`config.mk`:
```
export PLATFORM = sky130hd
export DESIGN_NAME = aftab_irq_requester_flat
export DESIGN_NICKNAME = d
export VERILOG_FILES = /design/src/rtl/aftab_irq_pkg.sv /design/src/rtl/aftab_irq_requester_if.sv /design/src/rtl/aftab_irq_prio_enc.sv /design/src/rtl/aftab_irq_requester.sv /design/src/flat_wrapper.sv
export SDC_FILE = /design/constraint.sdc
export NUM_CORES = 1
export LEC_CHECK = 0
export CAP_MARGIN = 20
export CORE_UTILIZATION = 49
export CTS_BUF_LIST = sky130_fd_sc_hd__clkbuf_8
export CTS_CLUSTER_SIZE = 25
export DETAILED_ROUTE_END_ITERATION = 12
export HOLD_SLACK_MARGIN = 0.02
export PLACE_DENSITY_LB_ADDON = 0.1
export SLEW_MARGIN = 25
export SYNTH_ARGS = -nofsm -noshare
export SYNTH_HDL_FRONTEND = slang
export SYNTH_SLANG_ARGS = --single-unit
```
`constraint.sdc`:
```
create_clock -name clk -period 1.7 [get_ports clk]
set_input_delay 0.255 -clock clk [delete_from_list [all_inputs] [get_ports clk]]
set_output_delay 0.255 -clock clk [all_outputs]
set_load 0.01 [all_outputs]
```
`src/rtl/aftab_irq_pkg.sv`:
```
// Purpose: shared FSM state encoding and default sizing for the AFTAB interrupt requester.
// Latency: n/a (types and constants only).
// Backpressure: n/a.
package aftab_irq_pkg;

    typedef enum logic [1:0] {
        IDLE    = 2'b00,
        REQ     = 2'b01,
        SERVICE = 2'b10
    } irq_state_t;

    localparam int DEF_NUM_SRC = 8;
    localparam int DEF_ID_W    = 3;

endpackage

```
`src/rtl/aftab_irq_requester_if.sv`:
```
// Purpose: bundles peripheral event/mask inputs, core handshake and status outputs of the requester.
// Latency: n/a (wiring only).
// Backpressure: n/a; slave = requester side, master = peripheral/core side driving it.
interface aftab_irq_requester_if
    import aftab_irq_pkg::*;
#(
    parameter int NUM_SRC = DEF_NUM_SRC,
    parameter int ID_W    = DEF_ID_W
);
    logic [NUM_SRC-1:0] srcEvent;
    logic [NUM_SRC-1:0] maskIn;
    logic               maskLoad;
    logic               clearAll;
    logic               irqAck;
    logic               irqDone;
    logic               irqReq;
    logic [ID_W-1:0]    irqId;
    logic [NUM_SRC-1:0] pending;
    logic               busy;

    modport master (
        output srcEvent, maskIn, maskLoad, clearAll, irqAck, irqDone,
        input  irqReq, irqId, pending, busy
    );

    modport slave (
        input  srcEvent, maskIn, maskLoad, clearAll, irqAck, irqDone,
        output irqReq, irqId, pending, busy
    );
endinterface

```
`src/rtl/aftab_irq_prio_enc.sv`:
```
// Purpose: lowest-index priority encoder over the enabled-pending vector.
// Latency: combinational.
// Backpressure: none.
// Ports: cand (candidate bits), id (index of lowest set bit), valid (any bit set).
module aftab_irq_prio_enc #(
    parameter int NUM_SRC = 8,
    parameter int ID_W    = 3
) (
    input  logic [NUM_SRC-1:0] cand,
    output logic [ID_W-1:0]    id,
    output logic               valid
);

    // Scan from the top down so the lowest set index is the last one written.
    always_comb begin
        id    = '0;
        valid = 1'b0;
        for (int i = NUM_SRC - 1; i >= 0; i--) begin
            if (cand[i]) begin
                id    = ID_W'(i);
                valid = 1'b1;
            end
        end
    end

endmodule

```
`src/rtl/aftab_irq_requester.sv`:
```
// Purpose: collects source rising edges into pending bits, masks them, and runs the req/ack/done handshake with the core.
// Latency: edge seen at E0 sets pending; irqReq rises after E1 when enabled and idle.
// Backpressure: one request outstanding; further events wait in pending until the handler completes.
// Ports: clk, rst (async, active-high); bus (slave modport): srcEvent, maskIn, maskLoad, clearAll,
//        irqAck, irqDone in; irqReq, irqId, pending, busy out.
module aftab_irq_requester
    import aftab_irq_pkg::*;
#(
    parameter int NUM_SRC = DEF_NUM_SRC,
    parameter int ID_W    = DEF_ID_W
) (
    input  logic                 clk,
    input  logic                 rst,
    aftab_irq_requester_if.slave bus
);

    logic [NUM_SRC-1:0] srcPrev;
    logic [NUM_SRC-1:0] enable;
    logic [NUM_SRC-1:0] pendR;
    logic [NUM_SRC-1:0] rise;
    logic [NUM_SRC-1:0] cand;
    logic [NUM_SRC-1:0] ackClr;
    logic [ID_W-1:0]    selId;
    logic               selVld;
    irq_state_t         state;
    logic               irqReqR;
    logic [ID_W-1:0]    irqIdR;
    logic               busyR;

    assign rise = bus.srcEvent & ~srcPrev;
    assign cand = pendR & enable;

    // Bit of the request being acknowledged; a same-cycle rise re-sets it below.
    assign ackClr = (state == REQ && bus.irqAck)
                  ? ({{(NUM_SRC-1){1'b0}}, 1'b1} << irqIdR)
                  : '0;

    aftab_irq_prio_enc #(
        .NUM_SRC (NUM_SRC),
        .ID_W    (ID_W)
    ) u_prio_enc (
        .cand  (cand),
        .id    (selId),
        .valid (selVld)
    );

    // Edge history and enable mask are untouched by clearAll.
    always_ff @(posedge clk or posedge rst) begin
        if (rst) begin
            srcPrev <= '0;
            enable  <= '0;
        end else begin
            srcPrev <= bus.srcEvent;
            if (bus.maskLoad) begin
                enable <= bus.maskIn;
            end
        end
    end

    always_ff @(posedge clk or posedge rst) begin
        if (rst) begin
            state   <= IDLE;
            irqReqR <= 1'b0;
            irqIdR  <= '0;
            busyR   <= 1'b0;
            pendR   <= '0;
        end else if (bus.clearAll) begin
            state   <= IDLE;
            irqReqR <= 1'b0;
            busyR   <= 1'b0;
            pendR   <= '0;
        end else begin
            pendR <= (pendR & ~ackClr) | rise;
            unique case (state)
                IDLE: begin
                    if (selVld) begin
                        state   <= REQ;
                        irqReqR <= 1'b1;
                        irqIdR  <= selId;
                        busyR   <= 1'b1;
                    end
                end
                // Request stays up until acked, regardless of later mask changes.
                REQ: begin
                    if (bus.irqAck) begin
                        state   <= SERVICE;
                        irqReqR <= 1'b0;
                    end
                end
                SERVICE: begin
                    if (bus.irqDone) begin
                        state <= IDLE;
                        busyR <= 1'b0;
                    end
                end
                default: begin
                    state   <= IDLE;
                    irqReqR <= 1'b0;
                    busyR   <= 1'b0;
                end
            endcase
        end
    end

    assign bus.irqReq  = irqReqR;
    assign bus.irqId   = irqIdR;
    assign bus.pending = pendR;
    assign bus.busy    = busyR;

endmodule

```
`src/flat_wrapper.sv`:
```
// flat-port wrapper written by rule: the top's interface ports become plain ports
module aftab_irq_requester_flat import aftab_irq_pkg::*;
#(
    parameter int NUM_SRC = DEF_NUM_SRC,
    parameter int ID_W    = DEF_ID_W
)
  (clk, rst, bus_srcEvent, bus_maskIn, bus_maskLoad, bus_clearAll, bus_irqAck, bus_irqDone, bus_irqReq, bus_irqId, bus_pending, bus_busy);
  aftab_irq_requester_if #(.NUM_SRC(NUM_SRC), .ID_W(ID_W)) bus_i ();
  input  logic clk;
  input  logic rst;
  input wire logic [$bits(bus_i.srcEvent)-1:0] bus_srcEvent;
  input wire logic [$bits(bus_i.maskIn)-1:0] bus_maskIn;
  input wire logic [$bits(bus_i.maskLoad)-1:0] bus_maskLoad;
  input wire logic [$bits(bus_i.clearAll)-1:0] bus_clearAll;
  input wire logic [$bits(bus_i.irqAck)-1:0] bus_irqAck;
  input wire logic [$bits(bus_i.irqDone)-1:0] bus_irqDone;
  output wire logic [$bits(bus_i.irqReq)-1:0] bus_irqReq;
  output wire logic [$bits(bus_i.irqId)-1:0] bus_irqId;
  output wire logic [$bits(bus_i.pending)-1:0] bus_pending;
  output wire logic [$bits(bus_i.busy)-1:0] bus_busy;
  assign bus_i.srcEvent = bus_srcEvent;
  assign bus_i.maskIn = bus_maskIn;
  assign bus_i.maskLoad = bus_maskLoad;
  assign bus_i.clearAll = bus_clearAll;
  assign bus_i.irqAck = bus_irqAck;
  assign bus_i.irqDone = bus_irqDone;
  assign bus_irqReq = bus_i.irqReq;
  assign bus_irqId = bus_i.irqId;
  assign bus_pending = bus_i.pending;
  assign bus_busy = bus_i.busy;
  aftab_irq_requester #(.NUM_SRC(NUM_SRC), .ID_W(ID_W)) u_core (.clk(clk), .rst(rst), .bus(bus_i));
endmodule
```
After elaboration in Yosys (flattened, before gate mapping)
Index checks and enable logic that the tools add are counted.
{"block": "classes", "bitwise_logic": 7, "div_mod_pow": 0, "eq_ne": 7, "n_lt_le_gt_ge": 0, "n_reduce_logical": 6, "add_sub_neg": 0, "multipliers": 0, "shift": 1, "muxes": 30}
{"operator": "$and 8x8->8", "n": 3}
{"operator": "$mux 3", "n": 8}
{"operator": "$mux 8", "n": 2}
{"operator": "$not 8->8", "n": 2}
{"operator": "$mux 1", "n": 13}
{"operator": "$reduce_and 3->1", "n": 4}
{"operator": "$mux 2", "n": 4}
{"operator": "$or 8x8->8", "n": 1}
{"operator": "$shl 1x3->8 const A", "n": 1}
{"operator": "$ne 3x3->1 const B", "n": 2}
{"operator": "$pmux 1 s3", "n": 2}
{"operator": "$pmux 2 s3", "n": 1}
{"operator": "$ne 2x2->1 const B", "n": 2}
{"operator": "$ne 3x2->1 const B", "n": 1}
{"operator": "$eq 2x1->1 const B", "n": 1}
{"operator": "$eq 2x2->1 const B", "n": 1}
{"operator": "$logic_not 2->1", "n": 1}
{"operator": "$logic_and 1x1->1", "n": 1}
{"operator": "$not 1->1", "n": 1}
{"block": "totals", "input_bits": 22, "ff_bits": 31, "ramBits": 0, "mem_bits_ro": 0, "output_inout_bits": 13, "latch_bits": 0, "elab_cells": 58, "n_memories": 0}

Logic depth before layout (Yosys ltp)
{"block": "logic_depth", "word_depth": 12, "mapped_depth": 4, "ltp_nobuf": 4}

By module
From an unflattened synthesis, not the netlist that was laid out.
{"block": "hier_totals", "cells_unflattened": 111, "hier_area_um2": 1340.0}
{"module": "aftab_irq_requester", "n_inst": 1, "cells_per_inst": 98, "seq_area_each_um2": 775.7, "area_per_inst_um2": 1260.0}
{"module": "aftab_irq_prio_enc", "n_inst": 1, "cells_per_inst": 13, "seq_area_each_um2": 0.0, "area_per_inst_um2": 80.1}

Worst setup path before layout
Ideal clock, no wire load.
{"block": "synth_timing", "path_kind": "reg-to-reg", "from": "register u_core.pendR[2], in the netlist u_core.bus.pending[2]", "to": "register u_core.irqIdR[0], in the netlist u_core.bus.irqId[0]", "stages_incl_launch_ff": 5, "setup_slack_ps": 498, "arrival_ps": 1064, "synth_period_minus_slack_ps": 1202, "cell_sequence": "dfrtp_1 a22oi_1 nand4_2 a21oi_1 a31oi_1"}
{"block": "synth_between", "elab_chain_len": 5}
{"element": "start: declaration", "line_no": "aftab_irq_requester.sv:19", "text": "logic [NUM_SRC-1:0] pendR;"}
{"element": "start signal: assignment", "line_no": "aftab_irq_requester.sv:73", "text": "pendR <= (pendR & ~ackClr) | rise;"}
{"element": "$and 8x8->8 *", "line_no": "aftab_irq_requester.sv:31", "text": "assign cand = pendR & enable;"}
{"element": "$mux 1 (3 in a row)", "line_no": "aftab_irq_prio_enc.sv:19", "text": "if (cand[i]) begin"}
{"element": "$reduce_and 3->1 (no source line)"}
{"element": "end signal: assignment", "line_no": "aftab_irq_requester.sv:79", "text": "irqIdR <= selId;"}
{"element": "end: declaration", "line_no": "aftab_irq_requester.sv:27", "text": "logic [ID_W-1:0] irqIdR;"}
Mark *: on every way between the ends. The rest lies on a longest branch, timed or not.
A chain may end at the register's enable or synchronous reset.

Final worst setup path
{"block": "layout_timing", "from": "register u_core.irqIdR[1], in the netlist u_core.bus.irqId[1]", "to": "output bus_irqId[1]"}
{"element": "end: declaration", "line_no": "flat_wrapper.sv:18", "text": "output wire logic [$bits(bus_i.irqId)-1:0] bus_irqId;"}
No word-level cell between the ends.

==> qor.yml <==
critical_path:
  cpMaxStageDelayCell: "clkdlybuf4s50_1"
  critical_path.max_stage_delay_ps: 600
  critPathLaunchType: "flip-flop"
  cp_cell_sequence: "clkdlybuf4s50_1"
  cp.buffers_inverters: 1
  cp_data_required_time_ps: 1440
  crit_type: "flip-flop to primary output"
  worstPathArrival_ps: 1370
  end_kind: "primary output"
  critical_path.max_fanout: 7
  path_delay_family: "buffers and inverters"
yosys:
  syn-instance-count: 109
  synth_edf_count: 0
  synth_area_leaders: "dfrtp_1, mux2_2, a21oi_1"
  synth_top_area_share_pct: 60.9
  synthDistinctLibCells: 25
  ys_seq_area_share_pct: 60.9
  yosys.area.top_type: "dfrtp_1"
  synthArstFlopShare_pct: 100
  yosys_warnings: 0
  syn_area_mm2: 0.00127
  synth-seq-cells: 31
  synth-main-ff-cell: "dfrtp_1"
  syn_nets: 131
  avgSynthCellArea_um2: 11.7
clock_tree:
  postCtsSetupBuffers: 0
  cts_tree: "built"
  htreeDepth: 2
  cts_root_buffer: "clkbuf_8"
  cts_sinks: 31
  post_cts_resized: 0
  clk_pin_slew_ps: 70
  holdBufCountCts: 0
  cts_buffers: 5
  cts_buffer_depth: 2
  clock_latency_ps: 280
hold_path:
  hold_class: "primary input to async pin"
global_route:
  grt-ovfl-total: 0
  groute.usage.overall_pct: 23.7
  grt_pass1_vias: 990
  grt_pass1_wl_um: 4490
  grt_max_degree: 32
  grt_antenna_before_repair: 0
die:
  rows: 18
  die-area_mm2: 0.00281
  dieHeight_um: 53.0
  io_pins: 35
  start_util_pct: 51.4
  coreArea_mm2: 0.00248
  die_width_um: 53.0
finish:
  area_growth_pct: 38.0
  final_common_cell: "clkdlybuf4s50_1"
  final_cell_area_mm2: 0.00176
  num-fill-cells: 203
  utilization_pct: 71.0
  drive_gt1_share_pct: 13.9
  seq_area_um2: 776
  multi_input_area_um2: 474
  final_cell_mix: "clkdlybuf4s50_1, dfrtp_1, a21oi_1"
  antenna-diode-count: 0
  layout.nets: 172
timing:
  setup_viol_count_final: 0
  finalCriticalPeriod_ps: 1620
  hold_slack_ps: 352
  rsz0062_at_grt: "no"
  hold_viol: 0
  slew_viol_final: 0
  tightestPinTransition_ps: 414
  post-route-period-util_pct: 95.3
  fmax_ghz: 0.617
  skew_ps: 7.48
  tns_ps: 0
  maxSlewHeadroom_pct: 72.4
pwr:
  powerDensity_mw_per_mm2: 1120
  p_leak_nw: 0.739
  fin_total_pwr_mw: 1.97
  ir_drop_uv: 933
drt:
  vias_per_cell: 5.54
  drtIter0Drc: 13
  wl_per_cell_um: 15.3
  ant_nets: 0
  drt-total-wl_um: 2780
  dr.pass1.iters: 4
  vias: 1002
  route.detailed.drc: 0
placed_design:
  io_buffers: 34
  place_area_mm2: 0.00166
  gp_congestion: 0.794
  dp_hpwl_um: 2060
job:
  maxCapViolations: 0
run_status:
  status: "finished, final reports clean"
[layout make-up]
cell class,count,area share [%]
sequential,31,44.1
timing repair buffer,36,20.2
clock inverter,1,0.214
inverter,4,0.854
tap,30,2.14
clock buffer,7,5.48
multi-input combinational,72,27.0
[flip-flops by register name, indices dropped and copies added, names as in the netlist]
| register | count |
|---|---|
| u_core.bus.pending | 8 |
| u_core.enable | 8 |
| u_core.srcPrev | 8 |
| u_core.bus.irqId | 3 |
| u_core.state | 2 |
| u_core.bus.busy | 1 |
| u_core.bus.irqReq | 1 |
[logic make-up after synthesis]
family	synth area share, %
AND/OR/NAND/NOR	12.3
AO/OA/AOI/OAI	17.9
buffers and inverters	1.87
flip-flops	60.9
multiplexers	7.07
[layer usage]
layer / vias to the layer above / track usage [%] / share of wire [%]
li1: 483 / - / -
met1: 478 / 28.3 / 43
met2: 36 / 38.2 / 49
met3: 5 / 9.48 / 6.1
met4: 0 / 9.21 / 1.5
met5: - / 0 / 0
[cells in the mapped netlist (2+ instances only)]
master and instances:
dfrtp_1 31, mux2_2 8, nor2_1 3, a32o_1 2, o21ai_0 6, inv_1 4, a21oi_1 16, o21ai_1 3
a22oi_1 5, nand2_1 7, nand2b_1 10
[power breakdown]
| part | internal (mW) | switching (mW) |
|---|---|---|
| logic | 0.231 | 0.179 |
| registers | 0.826 | 0.112 |
| clock network | 0.363 | 0.259 |
| total | 1.42 | 0.550 |
[path summary, 6_finish.rpt]
kind | startpoint | end | slack (ps) | cells past startpoint
setup / recovery | u_core.bus.irqId[1] | bus_irqId[1] | 80 | 1
hold / removal | rst | u_core.bus.pending[0] | 350 | 3
setup reg to reg | u_core.bus.pending[6] | u_core.bus.irqId[0] | 330 | 4
hold reg to reg | u_core.srcPrev[1] | u_core.bus.pending[1] | 490 | 2
max in group asynchronous | rst | u_core.enable[2] | 1060 | 3
min in group clk | bus_srcEvent[7] | u_core.srcPrev[7] | 440 | 1
[worst register-to-register path, delay by kind of cell, from the launching register on]
kind / cells / cell delay, ps
AO/OA/AOI/OAI: 3 / 610
AND/OR/NAND/NOR: 1 / 230
flip-flops: 1 / 410
[per-stage QoR]
step	setup slack (ps)	instances
3_3_place_gp	191	173
3_5_place_dp	149	173
5_1_grt	32.6	181
4_1_cts	74.8	181
2_1_floorplan	498	109
6_report	79.1	181
(Power assumes the default switching activity.)
